--- src/rtl/mbus_ice_driver_tx_multi.sv ---
// rtl/mbus_ice_driver_tx_multi.sv - byte stream to MBus multi-word transmit engine (optional watchdog: MBUS_TX_WATCHDOG_EN)
module mbus_ice_driver_tx_multi #(
  parameter int DATA_BYTES  = 4,
  parameter int MAX_WORDS   = 64,
  parameter int TIMEOUT_CYC = 65535,
  parameter int WC_W        = $clog2(MAX_WORDS + 1)
) (
  input  logic                    clk,
  input  logic                    reset,
  input  logic                    tx_frame_valid,
  input  logic                    tx_char_valid,
  input  logic [7:0]              tx_char,
  input  logic                    tx_char_pending,
  output logic                    tx_char_advance,
  output logic [31:0]             tx_mbus_txaddr,
  output logic [8*DATA_BYTES-1:0] tx_mbus_txdata,
  output logic                    tx_mbus_txreq,
  output logic                    tx_mbus_txpend,
  input  logic                    tx_mbus_txack,
  input  logic                    tx_mbus_txsucc,
  input  logic                    tx_mbus_txfail,
  output logic                    tx_mbus_txresp_ack,
  output logic                    tx_gen_ack,
  output logic                    tx_gen_nak,
  input  logic                    tx_acknak_valid,
  output logic                    tx_busy,
  output logic [WC_W-1:0]         tx_word_count
);

  localparam int TXD_W = 8 * DATA_BYTES;

  typedef enum logic [3:0] {
    IDLE   = 4'd0,
    ADDR   = 4'd1,
    DATA   = 4'd2,
    WAIT   = 4'd3,
    TXREQ  = 4'd4,
    TXACK  = 4'd5,
    DRAIN  = 4'd6,
    TXSUCC = 4'd7,
    RESULT = 4'd8
  } state_t;

  state_t     state;
  state_t     state_next;
  logic [1:0] byte_cnt;
  logic       overflow;
  logic       at_limit;
  logic       addr_last;
  logic       data_last;
  logic       wd_expired;

  // Word counter has reached the per-message limit (counted after the ack).
  assign at_limit  = (tx_word_count == WC_W'(MAX_WORDS));
  // First address byte with a non-F high nibble is a complete short address.
  assign addr_last = (byte_cnt == 2'd0) ? (tx_char[7:4] != 4'hF) : (byte_cnt == 2'd3);
  assign data_last = (byte_cnt == 2'(DATA_BYTES - 1));

`ifdef MBUS_TX_WATCHDOG_EN
  localparam int WD_W = $clog2(TIMEOUT_CYC);
  logic [WD_W-1:0] wd_cnt;

  // Handshake watchdog: restarts on every state change, counts while waiting on the master.
  always_ff @(posedge clk) begin
    if (reset) begin
      wd_cnt <= '0;
    end else if (state_next != state) begin
      wd_cnt <= '0;
    end else if (state == TXREQ || state == TXSUCC) begin
      wd_cnt <= wd_cnt + WD_W'(1);
    end
  end

  assign wd_expired = (wd_cnt == WD_W'(TIMEOUT_CYC - 1));
`else
  assign wd_expired = 1'b0;
`endif

  // State register.
  always_ff @(posedge clk) begin
    if (reset) begin
      state <= IDLE;
    end else begin
      state <= state_next;
    end
  end

  // Next-state logic; a handshake always wins over a watchdog expiry.
  always_comb begin
    state_next = state;
    case (state)
      IDLE:   if (tx_frame_valid) state_next = ADDR;
      ADDR:   if (tx_char_valid && addr_last) state_next = DATA;
      DATA:   if (tx_char_valid && data_last) state_next = WAIT;
      WAIT:   state_next = TXREQ;
      TXREQ: begin
        if (tx_mbus_txack)   state_next = TXACK;
        else if (wd_expired) state_next = RESULT;
      end
      TXACK: begin
        if (!tx_mbus_txack) begin
          if (tx_char_pending && !at_limit) state_next = DATA;
          else if (tx_char_pending)         state_next = DRAIN;
          else                              state_next = TXSUCC;
        end
      end
      DRAIN:  if (!tx_char_pending && !tx_char_valid) state_next = TXSUCC;
      TXSUCC: if (tx_mbus_txsucc || tx_mbus_txfail || wd_expired) state_next = RESULT;
      RESULT: if (!tx_acknak_valid) state_next = IDLE;
      default: state_next = IDLE;
    endcase
  end

  // Output decode, including the Mealy ack/nak pulses on the exit from TXSUCC/TXREQ.
  always_comb begin
    tx_char_advance    = 1'b0;
    tx_mbus_txreq      = 1'b0;
    tx_mbus_txpend     = 1'b0;
    tx_mbus_txresp_ack = 1'b0;
    tx_gen_ack         = 1'b0;
    tx_gen_nak         = 1'b0;
    tx_busy            = (state != IDLE);
    case (state)
      ADDR, DATA, DRAIN: tx_char_advance = tx_char_valid;
      TXREQ: begin
        tx_mbus_txreq  = 1'b1;
        tx_mbus_txpend = tx_char_pending & (tx_word_count != WC_W'(MAX_WORDS - 1));
        if (!tx_mbus_txack && wd_expired) tx_gen_nak = 1'b1;
      end
      TXSUCC: begin
        if (tx_mbus_txfail)      tx_gen_nak = 1'b1;
        else if (tx_mbus_txsucc) begin
          tx_gen_ack = ~overflow;
          tx_gen_nak = overflow;
        end
        else if (wd_expired)     tx_gen_nak = 1'b1;
      end
      RESULT: tx_mbus_txresp_ack = 1'b1;
      default: ;
    endcase
  end

  // Address/data assembly, word counting and overflow tracking.
  always_ff @(posedge clk) begin
    if (reset) begin
      tx_mbus_txaddr <= '0;
      tx_mbus_txdata <= '0;
      tx_word_count  <= '0;
      overflow       <= 1'b0;
      byte_cnt       <= '0;
    end else begin
      case (state)
        IDLE: begin
          if (tx_frame_valid) begin
            tx_word_count <= '0;
            overflow      <= 1'b0;
            byte_cnt      <= '0;
          end
        end
        ADDR: begin
          if (tx_char_valid) begin
            if (byte_cnt == 2'd0) begin
              tx_mbus_txaddr <= {24'h0, tx_char};
            end else begin
              tx_mbus_txaddr <= {tx_mbus_txaddr[23:0], tx_char};
            end
            byte_cnt <= addr_last ? 2'd0 : byte_cnt + 2'd1;
          end
        end
        DATA: begin
          if (tx_char_valid) begin
            tx_mbus_txdata <= (tx_mbus_txdata << 8) | TXD_W'(tx_char);
            byte_cnt       <= data_last ? 2'd0 : byte_cnt + 2'd1;
          end
        end
        TXREQ: begin
          if (tx_mbus_txack) tx_word_count <= tx_word_count + WC_W'(1);
        end
        TXACK: begin
          if (!tx_mbus_txack && tx_char_pending && at_limit) overflow <= 1'b1;
        end
        default: ;
      endcase
    end
  end

endmodule

--- config.mk ---
export PLATFORM = sky130hd
export DESIGN_NAME = mbus_ice_driver_tx_multi
export DESIGN_NICKNAME = d
export VERILOG_FILES = /design/src/rtl/mbus_ice_driver_tx_multi.sv
export SDC_FILE = /design/constraint.sdc
export NUM_CORES = 1
export LEC_CHECK = 0
export ABC_AREA = 0
export CAP_MARGIN = 20
export CORE_ASPECT_RATIO = 0.6
export CORE_MARGIN = 10
export CORE_UTILIZATION = 47
export DETAILED_ROUTE_END_ITERATION = 16
export PLACE_DENSITY = 0.86
export SYNTH_ARGS = -nofsm -noshare
export SYNTH_HDL_FRONTEND = slang
export SYNTH_SLANG_ARGS = --single-unit
--- constraint.sdc ---
create_clock -name clk -period 2.27 [get_ports clk]
set_input_delay 0.681 -clock clk [delete_from_list [all_inputs] [get_ports clk]]
set_output_delay 0.681 -clock clk [all_outputs]
set_load 0.02 [all_outputs]
==> metrics.csv, run 1 <==
metric,value,unit
Final ANT Viol Nets,0,
average size of a mapped cell,7.98,µm²
# hold bufs at CTS,0,
share of cells above drive strength 1,13.3,%
Filler cells,517,
Reg area,1570,µm²
Total GRT Usage,17.8,%
Final setup viols,0,
IO Count,95,
Mapped Cells,408,
"commonest non-fill, non-tap cell in the layout",nand2_1,
Sink Count,78,
Peak supply drop,425,µV
internal power,2.62,mW
Die X,127,µm
# port buffers,94,
clock-pin slew on the worst setup and hold paths,60,ps
global-route wire length before repair,16000,µm
Layout area overhead,46.0,%
Netlist cell types,46,
Max Slew Vio Count,0,
class of the worst hold path,flip-flop to flip-flop,
vias post-DR,3256,
dpl hpwl,7000,µm
Worst Path Arrival,1550,ps
CTS Root Cell,clkbuf_16,
Final Skew,10.2,ps
routed vias/inst,5.39,
WS Path Type,flip-flop to output port,
Critical Path Slowest Stage Cell,dfxtp_2,
Worst-Skew Late Latency,330,ps
Worst Setup Start Kind,flip-flop,
unrepaired setup endpoints after global routing,no,
Max Root-Sink Buffers,2,
pwr dens,816,nW/µm²
DR iter-0 viols,272,
WL per Instance,16.3,µm
initial antenna violation count,0,
Max Cap Viol,0,
GR Overflow Total,0,
core area,6710,µm²
Fin. Hold Viols,0,
"flops & latches, synth",78,
TritonCTS clock tree,done,
fin nets,534,
number of diodes,0,
Yosys top cell by area,dfxtp_1,
crit path buf inv count,2,
main flop type after synthesis,dfxtp_1,
DRC viols,0,
sequential share of the synthesized area,48.0,%
Post-Layout Cell Count,604,
Multi-input gate area,1560,µm²
outcome,"finished, final reports clean",
"commonest non-fill, non-tap cells in the layout","nand2_1 (91), clkdlybuf4s50_1 (83), dfxtp_1 (75)",
vias in the first global route,3238,
critical path's largest stage delay,420,ps
"Cell Area, Synth",3250,µm²
Max H-tree Level,3,
Sw Share,32.4,%
Top delay family on crit path,buffers and inverters,
largest cells by area after synthesis,"dfxtp_1 (48%), a21oi_1 (11%), nand2_1 (11%)",
Final period util,98.1,%
Routability Congestion,0.909,
Die Footprint,10800,µm²
Num CTS Buffers,9,
post-synth top area share,48.0,%
Required @ worst endpoint,1590,ps
worst slew pin tran,578,ps
leakage power,1.87,nW
DP Cell Count,589,
total setup buffers inserted after CTS,0,
asr flop ratio synth,0,%
Initial Util,48.5,%
Sw Pwr,1.26,mW
largest net degree at the start of global routing,56,
post-route minimum period,2230,ps
Achievable Freq,449,MHz
clock network power share,32.9,%
drt first pass iters,6,
Die Ht,84.5,µm
post-route total power,3.88,mW
worst-path fanout max,6,
final wirelength,9820,µm
Seq pwr share,38.8,%
Std-Cell Rows,23,
Slew HR,61.4,%
Post-Syn Nets,429,
yosys warns,0,
worst-path cell chain,inv_1 -> nor2_2 -> and2_1 -> dlygate4sd2_1,
Worst Setup End Kind,output port,
power share of the combinational group,28.3,%
"EDFF count, synth",0,
==> cell type report <==
class,instances,share of cell area (%)
flip-flops and latches,78,32.9
repair buffers,124,25.8
inverters,6,0.474
multi-input cells,294,32.9
clock buffers,9,4.74
clock inverters,6,0.790
well taps,87,2.29
==> tightest hold or removal path, cell delays in order (launching register included) <==
cell and delay (ps):
dfxtp_1 310, nand2_1 50, a21oi_1 50
==> flip-flops by register name, indices dropped and copies added (netlist names) <==
register and count:
tx_mbus_txaddr 32, state 4, byte_cnt 2, tx_mbus_txdata 32, tx_word_count 7, overflow 1
==> power groups by stage <==
stage               clock network, mW  logic (mW)  registers (mW)
floorplan                           0       0.586            1.56
global placement                    0        1.05            1.52
detailed placement                  0        1.08            1.53
CTS                              1.29        1.08            1.50
global route                     1.35        1.19            1.51
finish                           1.28        1.10            1.50
==> worst paths after layout <==
path                                        start                              end  slack [ps]  cells past startpoint
hold reg to reg   tx_mbus_txdata[29]$_SDFFE_PP0P_  tx_mbus_txdata[29]$_SDFFE_PP0P_         450                      2
setup / recovery            state[2]$_SDFFE_PP0P_                    tx_mbus_txreq          40                      4
hold / removal    tx_mbus_txdata[29]$_SDFFE_PP0P_  tx_mbus_txdata[29]$_SDFFE_PP0P_         450                      2
setup reg to reg            state[1]$_SDFFE_PP0P_            state[2]$_SDFFE_PP0P_         300                      6
==> synthesized netlist by cell type, types with 2 or more instances <==
master	instances
nand2_1	93
nand4_1	3
nand3_1	4
and3_1	28
nor2_1	41
buf_2	10
nor4_1	3
nand2b_1	3
mux2i_1	2
xnor2_1	2
xor2_1	4
clkbuf_1	16
or4_1	2
a21oi_1	74
buf_6	2
inv_1	6
dfxtp_1	78
nor2b_1	3
ha_1	4
o21ai_0	4
==> logic make-up (layout without fill, tap and decap cells) <==
logic type	after synthesis	after routing	share of synthesized area, %
AO/OA/AOI/OAI	91	91	15.6
multiplexers	3	3	1.08
flip-flops	78	78	48.0
XOR/XNOR	6	6	1.61
adder cells (fa/ha/maj)	4	4	1.54
AND/OR/NAND/NOR	190	190	27.1
buffers and inverters	36	145	5.11
==> metal layers <==
| metal | vias up | share of wire (%) | global-route usage (%) |
|---|---|---|---|
| met3 | 10 | 8.5 | 7.28 |
| met1 | 1536 | 41 | 20.8 |
| met2 | 118 | 50 | 29.6 |
| li1 | 1592 | - | - |
| met5 | - | 0 | 0 |
| met4 | 0 | 1.1 | 4.33 |
==> per-stage QoR <==
step / area, µm² / setup TNS (ps) / hold WS, ps / setup slack, ps / util [%]
2_1_floorplan: 3260 / 0 / 449 / 169 / -
4_1_cts: 4730 / 0 / 456 / 3.41 / 70.6
6_report: 4750 / 0 / 454 / 43.6 / 70.9
5_1_grt: 4750 / 0 / 481 / 8.49 / 70.9
3_5_place_dp: 4460 / -2450 / 448 / -450 / 66.5
3_3_place_gp: 4460 / -2010 / 442 / -430 / 66.5
==> what timing repair did <==
item / in CTS / in global routing
pin swaps: 0 / 4
setup endpoints to repair: 7 / 6
resized for setup: 29 / 11
Note: power is estimated with default switching activity, not from simulation.
==> run 2: changes to the inputs <==
Settings changed: CORE_UTILIZATION 47 to 51, HOLD_SLACK_MARGIN from default to 0.08, PLACE_DENSITY 0.86 to 0.92.
Clock period 2.27 ns to 2.85 ns, I/O delays scaled along.
==> run 2 against run 1 <==
- sequential power down 20%
- cell count down 3.5%
- global-route usage up 0.35 points
- non-clock buffer count down 19
- largest cell class unchanged
- clock power down 41%
- hold slack better by 5.6 ps
- flip-flop and latch count unchanged
- first-iteration DRC count up 22%
- worst setup slack better by 36 ps
- final area down 7.1%
- via count down 2.6%
==> metrics.csv, run 2 (synthesis gave the netlist of run 1 again) <==
metric,value,unit,change
final instance area,4410,µm²,-7.1%
DRC viols,0,,unchanged
Max Root-Sink Buffers,2,,unchanged
Routability Congestion,0.844,,-7.1%
Max Cap Viol,0,,unchanged
internal power,1.75,mW,-33%
WL per Instance,16.1,µm,-0.83%
clock-pin slew on the worst setup and hold paths,90,ps,+30 ps
# port buffers,94,,unchanged
Final ANT Viol Nets,0,,unchanged
worst-path fanout max,10,,+4
total setup buffers inserted after CTS,0,,unchanged
fin nets,515,,-3.6%
R2R setup slack,820,ps,+520 ps
worst r2r path cells,6,,unchanged
vias post-DR,3170,,-2.6%
RR Startpoint,state[1]$_SDFFE_PP0P_,,
worst slack at placement,-268,ps,+181 ps
Num CTS Buffers,9,,unchanged
Max H-tree Level,3,,unchanged
post-route minimum period,2770,ps,
share of cells above drive strength 1,7.41,%,-5.9 points
"commonest non-fill, non-tap cells in the layout","nand2_1 (93), clkdlybuf4s50_1 (89), dfxtp_1 (77)",,
Peak supply drop,483,µV,+14%
CTS Root Cell,clkbuf_8,,
worst slew pin tran,661,ps,+83.2 ps
drt first pass iters,4,,-2
dpl cell area,4230,µm²,-5.1%
Sw Pwr,0.957,mW,-24%
clock network power share,27.8,%,-5.1 points
Sink Count,78,,unchanged
Die X,123,µm,-3.4%
IO Count,95,,unchanged
Critical Path Slowest Stage Cell,clkdlybuf4s50_1,,
critical path's largest stage delay,680,ps,+260 ps
outcome,"finished, final reports clean",,
worst-path cell chain,nor4b_4 -> clkdlybuf4s50_1,,
dpl hpwl,6790,µm,-3.0%
post-route total power,2.71,mW,-30%
Worst-Skew Late Latency,350,ps,+20 ps
leakage power,1.66,nW,-11%
Fin. Hold Viols,0,,unchanged
Slew HR,55.9,%,-5.5 points
Achievable Freq,361,MHz,
initial antenna violation count,0,,unchanged
Top delay family on crit path,buffers and inverters,,
setup TNS,0,ps,unchanged
Worst Setup Start Kind,flip-flop,,
fin util,71.9,%,+1.0 points
"commonest non-fill, non-tap cell in the layout",nand2_1,,
pwr dens,613,nW/µm²,-25%
Final Skew,9.55,ps,-0.629 ps
TritonCTS clock tree,done,,
global-route wire length before repair,15100,µm,-5.7%
crit path buf inv count,1,,-1
Max Slew Vio Count,0,,unchanged
Std-Cell Rows,22,,-4.3%
Layout area overhead,35.6,%,
class of the worst hold path,flip-flop to flip-flop,,
Die Footprint,10100,µm²,-6.3%
Worst Setup End Kind,output port,,
largest net degree at the start of global routing,38,,-32%
power share of the combinational group,27.7,%,-0.6 points
routed vias/inst,5.44,,+0.87%
vias in the first global route,3085,,-4.7%
Final setup viols,0,,unchanged
DR iter-0 viols,333,,+22%
Die Ht,81.9,µm,-3.1%
Sw Share,35.4,%,+3.0 points
Hold Path Sink,tx_mbus_txdata[29]$_SDFFE_PP0P_,,
Worst Path Arrival,1910,ps,+360 ps
Required @ worst endpoint,2000,ps,+410 ps
worst r2r dst,state[0]$_SDFFE_PP0P_,,
core area,6140,µm²,-8.5%
Hold Crit Start,tx_mbus_txdata[29]$_SDFFE_PP0P_,,
Final period util,97.2,%,
biggest regs,"tx_mbus_txaddr x32, tx_mbus_txdata x32, tx_word_count x7",,
number of diodes,0,,unchanged
Cells on Worst Hold Path,2,,unchanged
worst setup margin,80.1,ps,+36.5 ps
GR Overflow Total,0,,unchanged
final wirelength,9400,µm,-4.3%
Seq pwr share,44.4,%,+5.6 points
WS Path Type,flip-flop to output port,,
Initial Util,53.0,%,+4.5 points
Total GRT Usage,18.1,%,+0.35 points
## run 2: changes by cell type in the layout (fill, tap and decap cells not counted), sizes merged
cell	delta
buf	-23
clkdlybuf4s50	+6
dlymetal6s2s	-3
clkbuf	+2
clkinv	-2
dlygate4sd2	-2
inv	+2
clkdlybuf4s15	+1
clkinvlp	+1
## run 2: worst reg2reg max path: stages (launching register included)
cell       delay (ps)
dfxtp_1           480
buf_4             230
nor2b_1           380
o21ai_1           130
a21boi_1          400
nand4bb_1         210
a21oi_1            70
## run 2: through the flow
stage / hold WS [ps] / instances
after CTS: 459 / 583
final: 459 / 583
after global placement: 441 / 567
after floorplan: 449 / 408
after detailed placement: 448 / 567
after global routing: 479 / 583
## run 2: power by group through the flow
| stage | Clock, mW | Sequential, mW | Combinational, mW |
|---|---|---|---|
| final | 0.753 | 1.20 | 0.751 |
| after detailed placement | 0 | 1.22 | 0.742 |
| after CTS | 0.767 | 1.19 | 0.744 |
| after global placement | 0 | 1.21 | 0.720 |
| after floorplan | 0 | 1.24 | 0.465 |
| after global routing | 0.817 | 1.21 | 0.815 |
## run 2: worst max-delay path by stage
stage | slack, ps | endpoint | depth (start not counted) | startpoint
after CTS | 20 | tx_mbus_txresp_ack | 2 | state[3]$_SDFFE_PP0P_
final | 80 | tx_mbus_txresp_ack | 2 | state[3]$_SDFFE_PP0P_
after global placement | -250 | tx_mbus_txpend | 4 | tx_char_pending
after floorplan | 360 | tx_mbus_txpend | 5 | tx_word_count[0]$_SDFFE_PP0P_
after global routing | -9 | tx_mbus_txreq | 4 | state[0]$_SDFFE_PP0P_
after detailed placement | -270 | tx_mbus_txpend | 4 | tx_char_pending
## run 2: layout make-up
type / count / area (µm²)
Tap cell: 84 / 105
Clock inverter: 7 / 56.3
Clock buffer: 9 / 124
Sequential cell: 78 / 1560
Timing Repair Buffer: 105 / 1010
Multi-Input combinational cell: 294 / 1540
Fill cell: 505 / 1730
Inverter: 6 / 22.5
## run 2: layer usage
metal | global-route usage [%] | wire length, µm | up-vias
met1 | 21.6 | 3820 | 1519
met3 | 5.62 | 743 | 9
met4 | 4.28 | 72 | 0
met5 | 0 | 0 | -
met2 | 31.5 | 4750 | 85
li1 | - | - | 1557
## run 2: repair_timing
item | CTS | global route
setup endpoints to repair | 4 | 5
resized for setup | 4 | 9
hold buffers | 0 | 0
